File: config.mk
export PLATFORM = sky130hd
export DESIGN_NAME = vcve2_vload_writeback
export DESIGN_NICKNAME = d
export VERILOG_FILES = /design/src/rtl/vcve2_vload_writeback.sv
export SDC_FILE = /design/constraint.sdc
export NUM_CORES = 1
export LEC_CHECK = 0
export ABC_AREA = 1
export ABC_CLOCK_PERIOD_IN_PS = 3700
export BUFFER_PORTS_ARGS = -buffer_cell sky130_fd_sc_hd__clkbuf_2
export CORE_MARGIN = 3
export CORE_UTILIZATION = 29
export DETAILED_ROUTE_END_ITERATION = 10
export GPL_TIMING_DRIVEN = 0
export SLEW_MARGIN = 10
export SYNTH_ARGS = -nofsm -noshare
export SYNTH_HDL_FRONTEND = slang
export SYNTH_SLANG_ARGS = --single-unit
export TNS_END_PERCENT = 50
File: constraint.sdc
create_clock -name clk_i -period 3.7 [get_ports clk_i]
set_input_delay 0.555 -clock clk_i [delete_from_list [all_inputs] [get_ports clk_i]]
set_output_delay 0.555 -clock clk_i [all_outputs]
set_load 0.05 [all_outputs]
File: src/rtl/vcve2_vload_writeback.sv
// ---------------------------------------------------------------------------
// vcve2_vload_writeback
//
// Return path of the vector LSU interface. Load responses for one vector load
// are collected into a small FIFO and written one 32-bit word at a time into
// the VRF write port. The block also produces the request-side credit
// (req_allow_o) that throttles the LSU request issuer.
//
// Ports
//   clk_i, rst_i       clock, synchronous active-high reset
//   start_i            begin a vector load (only honoured in IDLE)
//   vd_i               destination base register, captured with start_i
//   num_words_i        number of words in the load, captured with start_i
//   lsu_req_fire_i     issuer request accepted by the LSU this cycle
//   lsu_resp_valid_i   LSU response valid (no backpressure)
//   lsu_rdata_i        response data
//   lsu_err_i          response carries a bus error
//   req_allow_o        issuer may fire another request this cycle
//   vrf_we_o           VRF write request
//   vrf_waddr_o        VRF register index
//   vrf_word_o         word index inside the register
//   vrf_wdata_o        write data
//   vrf_wready_i       VRF accepts the write
//   busy_o             a load is in progress (state != IDLE)
//   done_o             one-cycle completion pulse
//   err_o              qualifies done_o: load ended by bus error or overflow
//
// Handshakes: a VRF write transfers on the rising edge where vrf_we_o and
// vrf_wready_i are both high; while vrf_we_o is high and vrf_wready_i is low,
// vrf_waddr_o / vrf_word_o / vrf_wdata_o hold their values. The LSU side has
// no backpressure: lsu_req_fire_i and lsu_resp_valid_i are single-cycle events.
//
// VLEN must be at least 64 so that the word index has at least one bit.
// ---------------------------------------------------------------------------
module vcve2_vload_writeback #(
    parameter int VLEN      = 128,
    parameter int DEPTH     = 4,
    parameter int MAX_WORDS = 32
) (
    input  logic                            clk_i,
    input  logic                            rst_i,
    input  logic                            start_i,
    input  logic [4:0]                      vd_i,
    input  logic [$clog2(MAX_WORDS):0]      num_words_i,
    input  logic                            lsu_req_fire_i,
    input  logic                            lsu_resp_valid_i,
    input  logic [31:0]                     lsu_rdata_i,
    input  logic                            lsu_err_i,
    output logic                            req_allow_o,
    output logic                            vrf_we_o,
    output logic [4:0]                      vrf_waddr_o,
    output logic [$clog2(VLEN/32)-1:0]      vrf_word_o,
    output logic [31:0]                     vrf_wdata_o,
    input  logic                            vrf_wready_i,
    output logic                            busy_o,
    output logic                            done_o,
    output logic                            err_o
);

    localparam int WPR = VLEN / 32;
    localparam int WB  = $clog2(WPR);
    localparam int CW  = $clog2(MAX_WORDS) + 1;
    localparam int AW  = $clog2(DEPTH);

    typedef enum logic [1:0] {
        S_IDLE   = 2'd0,
        S_ACTIVE = 2'd1,
        S_FLUSH  = 2'd2,
        S_DONE   = 2'd3
    } state_t;

    state_t         state_q, state_d;

    logic [4:0]     vd_q;
    logic [CW-1:0]  num_q;
    logic [CW-1:0]  issued_q;
    logic [CW-1:0]  written_q;
    logic [CW-1:0]  inflight_q;
    logic           err_q;

    logic [31:0]    mem [DEPTH];
    logic [AW-1:0]  wr_ptr_q, rd_ptr_q;
    logic [AW:0]    count_q;

    logic           active;
    logic           start_ok;
    logic           fifo_empty, fifo_full;
    logic           pop, push_try, push, overflow, error_now;
    logic [CW:0]    occupancy;

    // ------------------------------------------------------------------
    // Datapath control
    // ------------------------------------------------------------------
    always_comb begin
        active     = (state_q == S_ACTIVE);
        start_ok   = (state_q == S_IDLE) && start_i;
        fifo_empty = (count_q == '0);
        fifo_full  = (count_q == (AW+1)'(DEPTH));
        vrf_we_o   = active && !fifo_empty;
        pop        = vrf_we_o && vrf_wready_i;
        push_try   = active && lsu_resp_valid_i && !lsu_err_i;
        // A pop in the same cycle frees the slot, so full alone is not overflow.
        overflow   = push_try && fifo_full && !pop;
        push       = push_try && !overflow;
        error_now  = (active && lsu_resp_valid_i && lsu_err_i) || overflow;
        // Credit counts both buffered words and words still owed by the LSU,
        // so every issued request is guaranteed a FIFO slot.
        occupancy  = (CW+1)'(count_q) + (CW+1)'(inflight_q);
        req_allow_o = active && (occupancy < (CW+1)'(DEPTH)) && (issued_q < num_q);
    end

    // Output fields are forced to zero when no write is requested so the port
    // reads all-zero out of reset even though FIFO storage is not reset.
    always_comb begin
        vrf_waddr_o = '0;
        vrf_word_o  = '0;
        vrf_wdata_o = '0;
        if (vrf_we_o) begin
            vrf_waddr_o = vd_q + 5'(written_q >> WB);
            vrf_word_o  = written_q[WB-1:0];
            vrf_wdata_o = mem[rd_ptr_q];
        end
    end

    always_comb begin
        busy_o = (state_q != S_IDLE);
        done_o = (state_q == S_DONE);
        err_o  = (state_q == S_DONE) && err_q;
    end

    // ------------------------------------------------------------------
    // FSM
    // ------------------------------------------------------------------
    always_ff @(posedge clk_i) begin
        if (rst_i) state_q <= S_IDLE;
        else       state_q <= state_d;
    end

    always_comb begin
        state_d = state_q;
        unique case (state_q)
            S_IDLE: begin
                if (start_i) state_d = (num_words_i == '0) ? S_DONE : S_ACTIVE;
            end
            S_ACTIVE: begin
                if (error_now)              state_d = S_FLUSH;
                else if (written_q == num_q) state_d = S_DONE;
            end
            S_FLUSH: begin
                if (inflight_q == '0) state_d = S_DONE;
            end
            S_DONE:  state_d = S_IDLE;
            default: state_d = S_IDLE;
        endcase
    end

    // ------------------------------------------------------------------
    // Load context and counters
    // ------------------------------------------------------------------
    always_ff @(posedge clk_i) begin
        if (rst_i) begin
            vd_q       <= '0;
            num_q      <= '0;
            issued_q   <= '0;
            written_q  <= '0;
            inflight_q <= '0;
            err_q      <= 1'b0;
        end else if (start_ok) begin
            vd_q       <= vd_i;
            num_q      <= num_words_i;
            issued_q   <= '0;
            written_q  <= '0;
            inflight_q <= '0;
            err_q      <= 1'b0;
        end else begin
            if (active && lsu_req_fire_i) issued_q <= issued_q + 1'b1;
            if (pop)                      written_q <= written_q + 1'b1;
            if (error_now)                err_q <= 1'b1;
            if (active || state_q == S_FLUSH) begin
                if (lsu_req_fire_i && !lsu_resp_valid_i)
                    inflight_q <= inflight_q + 1'b1;
                else if (!lsu_req_fire_i && lsu_resp_valid_i && inflight_q != '0)
                    inflight_q <= inflight_q - 1'b1;
            end
        end
    end

    // ------------------------------------------------------------------
    // Response FIFO. An error empties it in the same cycle.
    // ------------------------------------------------------------------
    always_ff @(posedge clk_i) begin
        if (rst_i || start_ok || error_now) begin
            wr_ptr_q <= '0;
            rd_ptr_q <= '0;
            count_q  <= '0;
        end else begin
            if (push) wr_ptr_q <= wr_ptr_q + 1'b1;
            if (pop)  rd_ptr_q <= rd_ptr_q + 1'b1;
            if (push && !pop)      count_q <= count_q + 1'b1;
            else if (pop && !push) count_q <= count_q - 1'b1;
        end
    end

    always_ff @(posedge clk_i) begin
        if (push) mem[wr_ptr_q] <= lsu_rdata_i;
    end

endmodule

==> flow_summary.rst <==
.. list-table::
   :header-rows: 1

   * - Metric
     - Value
   * - Outcome
     - completed
   * - GRT Residual Overflow
     - 0
   * - Placement row count
     - 58
   * - I/O pins
     - 94
   * - Worst Setup Path Type
     - flip-flop to output pin
   * - Count of port buffers added during placement
     - between 90 and 100
   * - Vias per Instance
     - about 4.5
   * - Most frequent cell after synthesis
     - sky130_fd_sc_hd__nor2_1
   * - Worst Setup End Kind
     - output pin
   * - Cell leakage power
     - 3.52 nW
   * - Max Clk Rate
     - ~0.34 GHz
   * - Reg clk slew, reported paths
     - ~70 ps
   * - Average wire length per cell after detail routing
     - between 10 and 15 µm
   * - Die area
     - 27700 µm²
   * - Via count of the first global-routing pass
     - 5189
   * - Hold Vio Cnt, Final
     - 0
   * - Post-layout nets
     - slightly above 900
   * - Shortest period the worst path allows
     - 2930 ps
   * - Area growth syn-to-layout
     - 21.2%
   * - Met3 Resource Use GR
     - 0.0301
   * - Worst clock skew
     - 8.74 ps
   * - Clock root buffer
     - sky130_fd_sc_hd__clkbuf_16
   * - Setup repair after global routing missed its margin
     - false
   * - List of most frequent post-synthesis cells
     - 175 x sky130_fd_sc_hd__nor2_1, 128 x sky130_fd_sc_hd__edfxtp_1, 86 x sky130_fd_sc_hd__o21ai_0
   * - Setup slack of the most critical reg-to-reg path
     - about 1100 ps
   * - TritonCTS clock tree
     - built
   * - Syn_area_per_cell
     - between 10 and 15 µm²
   * - Horizontal die dimension
     - roughly 170 µm
   * - Cell type with the largest total area after synthesis
     - sky130_fd_sc_hd__edfxtp_1
   * - Startpoint of the most critical hold path
     - lsu_rdata_i[17]
   * - Worst path setup slack after routing
     - between 700 and 800 ps
   * - Count of nets left with antenna violations after detail routing
     - 0
   * - # resized after CTS
     - 0
   * - First-pass GRT wire length
     - between 20000 and 30000 µm
   * - GRT Overall Usage
     - 0.123
   * - Worst min-delay path class
     - primary input to flip-flop
   * - Half-perimeter wire length after placement
     - between 10000 and 15000 µm
   * - Final Util
     - 0.359
   * - Total Negative Setup Slacks
     - 0 ps
   * - Maximum fanout along the worst path
     - 10
   * - H-tree lvl count
     - 4
   * - Core area
     - 25300 µm²
   * - Non-Filler Cell Area, Final
     - a little over 9000 µm²
   * - Maximum Capacitance Violations
     - 0
   * - Ratio of final minimum period to clock period
     - 0.791
   * - Count of distinct cell types in the synthesized netlist
     - 35
   * - Num CTS Buffers
     - 17
   * - Worst Hold Margin
     - about 340 ps
   * - Global routing usage on met1
     - 0.157
   * - Clock tree sinks
     - ~170
   * - WP data required
     - approximately 3100 ps
   * - Nets in the synthesized netlist
     - around 800
   * - Top cell type's share of synthesized area
     - 0.515
   * - GRT met2 Usage
     - 0.208
   * - Power density cells
     - 527 nW/µm²
   * - Worst rel slew slack
     - 0.556
   * - Max Slew Vio Count
     - 0
   * - Dominant cells by area after synthesis
     - sky130_fd_sc_hd__edfxtp_1 51%, sky130_fd_sc_hd__dfxtp_1 11%, sky130_fd_sc_hd__nor2_1 8.8%
   * - Netlist Area Pre-Place
     - roughly 7500 µm²
   * - Critical Path Start Type
     - flip-flop
   * - Power after layout
     - 4.77 mW
   * - End of the critical path
     - vrf_wdata_o[26]
   * - Area after detailed placement
     - 8470 µm²
   * - Cell-by-cell listing of the critical path
     - inv_1 -> ha_1 -> buf_6 -> nand2_1 -> clkbuf_1 -> a21oi_1 -> clkbuf_2
   * - Crit path arrival time
     - 2370 ps
   * - Delay of the slowest critical-path stage
     - around 500 ps
   * - Post-synthesis sequential area ratio
     - 0.625
   * - Transition time at the pin with the least slew margin
     - around 670 ps
   * - Yosys synthesis warning count
     - 0
   * - GP Congestion
     - about 0.77
   * - Initial detailed-routing violation count
     - roughly 330
   * - Async set-reset flop share out of synthesis
     - 0
   * - Number of detailed-routing iterations run before antenna repair
     - 5
   * - Pin count of the biggest net entering global routing
     - 24
   * - Antenna fix cells
     - 0
   * - Max clock buf depth
     - 2
   * - Total placed cells including tap cells
     - around 1200
   * - Origin of the critical flop-to-flop path
     - state_q[1]
   * - Peak-usage layer in the global routing report
     - met2
   * - Number of enable-type register cells in the synthesized netlist
     - about 130
   * - Total setup violations reported at the end of the flow
     - 0
   * - Number of synthesized register bits
     - 169
   * - Worst setup slack after placement
     - 1140 ps
   * - Number of antenna violations at the first check in global routing
     - 1
   * - Endpoint of the most critical register-to-register path
     - mem[1][30]
   * - Total number of vias
     - about 5300
   * - Post-synthesis instance total
     - 723
   * - Slowest cell on the critical path
     - sky130_fd_sc_hd__clkbuf_1
   * - Layout cell share with drive strength beyond 1
     - 0.195
   * - Vertical die dimension
     - around 170 µm
   * - Hold buffer count at CTS
     - 0
   * - Cell Count, Final, Fillers Out
     - 1182
   * - Primary flip-flop cell chosen by synthesis mapping
     - sky130_fd_sc_hd__edfxtp_1
   * - Starting density of the core
     - 0.296
   * - # Post-CTS Setup Buffers
     - 0
   * - Depth of the worst register-to-register path
     - 9
   * - Clock Latency Late Sink
     - around 430 ps
   * - Remaining DRCs
     - 0
   * - Maximum vdd drop
     - approximately 0.00040 V
   * - CP Launch Point
     - state_q[1]
   * - Drt total wl
     - around 17000 µm
[layer usage]
| metal | vias to the layer above | wire (µm) |
|---|---|---|
| li1 | 2679 | - |
| met3 | 23 | 953 |
| met4 | 2 | 225 |
| met2 | 122 | 8160 |
| met5 | - | 20 |
| met1 | 2486 | 7640 |
[area by class of cell]
type,instances,area [µm²]
Fill cell,2555,16200
Sequential cell,169,4660
Multi-Input combinational cell,468,2490
Timing Repair Buffer,97,561
Clock buffer,18,429
Tap cell,330,413
Inverter,58,218
Clock inverter,14,154
Buffer,28,128
[placed cells by master, fill, tap and decap left out, drive strengths merged]
cell type	n
nor3	3
xnor2	3
a31oi	1
ha	27
nor2	179
buf	18
clkinv	4
a21oi	67
clkbuf	125
or2	2
o21ai	87
edfxtp	128
nand2	64
bufinv	1
nand3	13
dfxtp	41
nand4	2
o21bai	1
nor4	2
inv	65
nor3b	1
xor2	11
a211oi	1
clkinvlp	2
nand3b	1
fa	3
[worst min-delay path by stage]
stage                      end  depth (start not counted)  slack [ps]
floorplan                err_q                          2         440
global placement       vd_q[4]                          2         470
detailed placement       err_q                          2         470
CTS                 mem[0][17]                          1         330
global route         mem[3][7]                          1         330
finish              mem[0][17]                          1         340
[cells by family (layout without fill, tap and decap cells)]
family                   after synthesis  after routing  synth area share
buffers and inverters                 86            215            0.0462
AND/OR/NAND/NOR                      267            267             0.149
XOR/XNOR                              14             14            0.0164
flip-flops                           169            169             0.625
AO/OA/AOI/OAI                        157            157             0.110
adder cells (fa/ha/maj)               30             30            0.0533
[where the power goes]
| group | switching, mW | total, mW | internal (mW) |
|---|---|---|---|
| logic | 0.568 | 0.833 | 0.265 |
| clock network | 0.787 | 1.74 | 0.957 |
| registers | 0.0598 | 2.19 | 2.13 |
[sequential cells by signal, summed over array words and instances (netlist names), named ones only]
name	flops
count_q	3
err_q	1
inflight_q	6
issued_q	6
mem	128
num_q	6
rd_ptr_q	2
state_q	2
vd_q	5
wr_ptr_q	2
written_q	6
[worst max-delay path, delay by kind of cell, from the launching register on]
kind | cells | cell delay (ps)
AO/OA/AOI/OAI | 1 | 180
adder cells (fa/ha/maj) | 1 | 200
buffers and inverters | 4 | 1050
flip-flops | 1 | 420
AND/OR/NAND/NOR | 1 | 70
(Power assumes the default switching activity.)
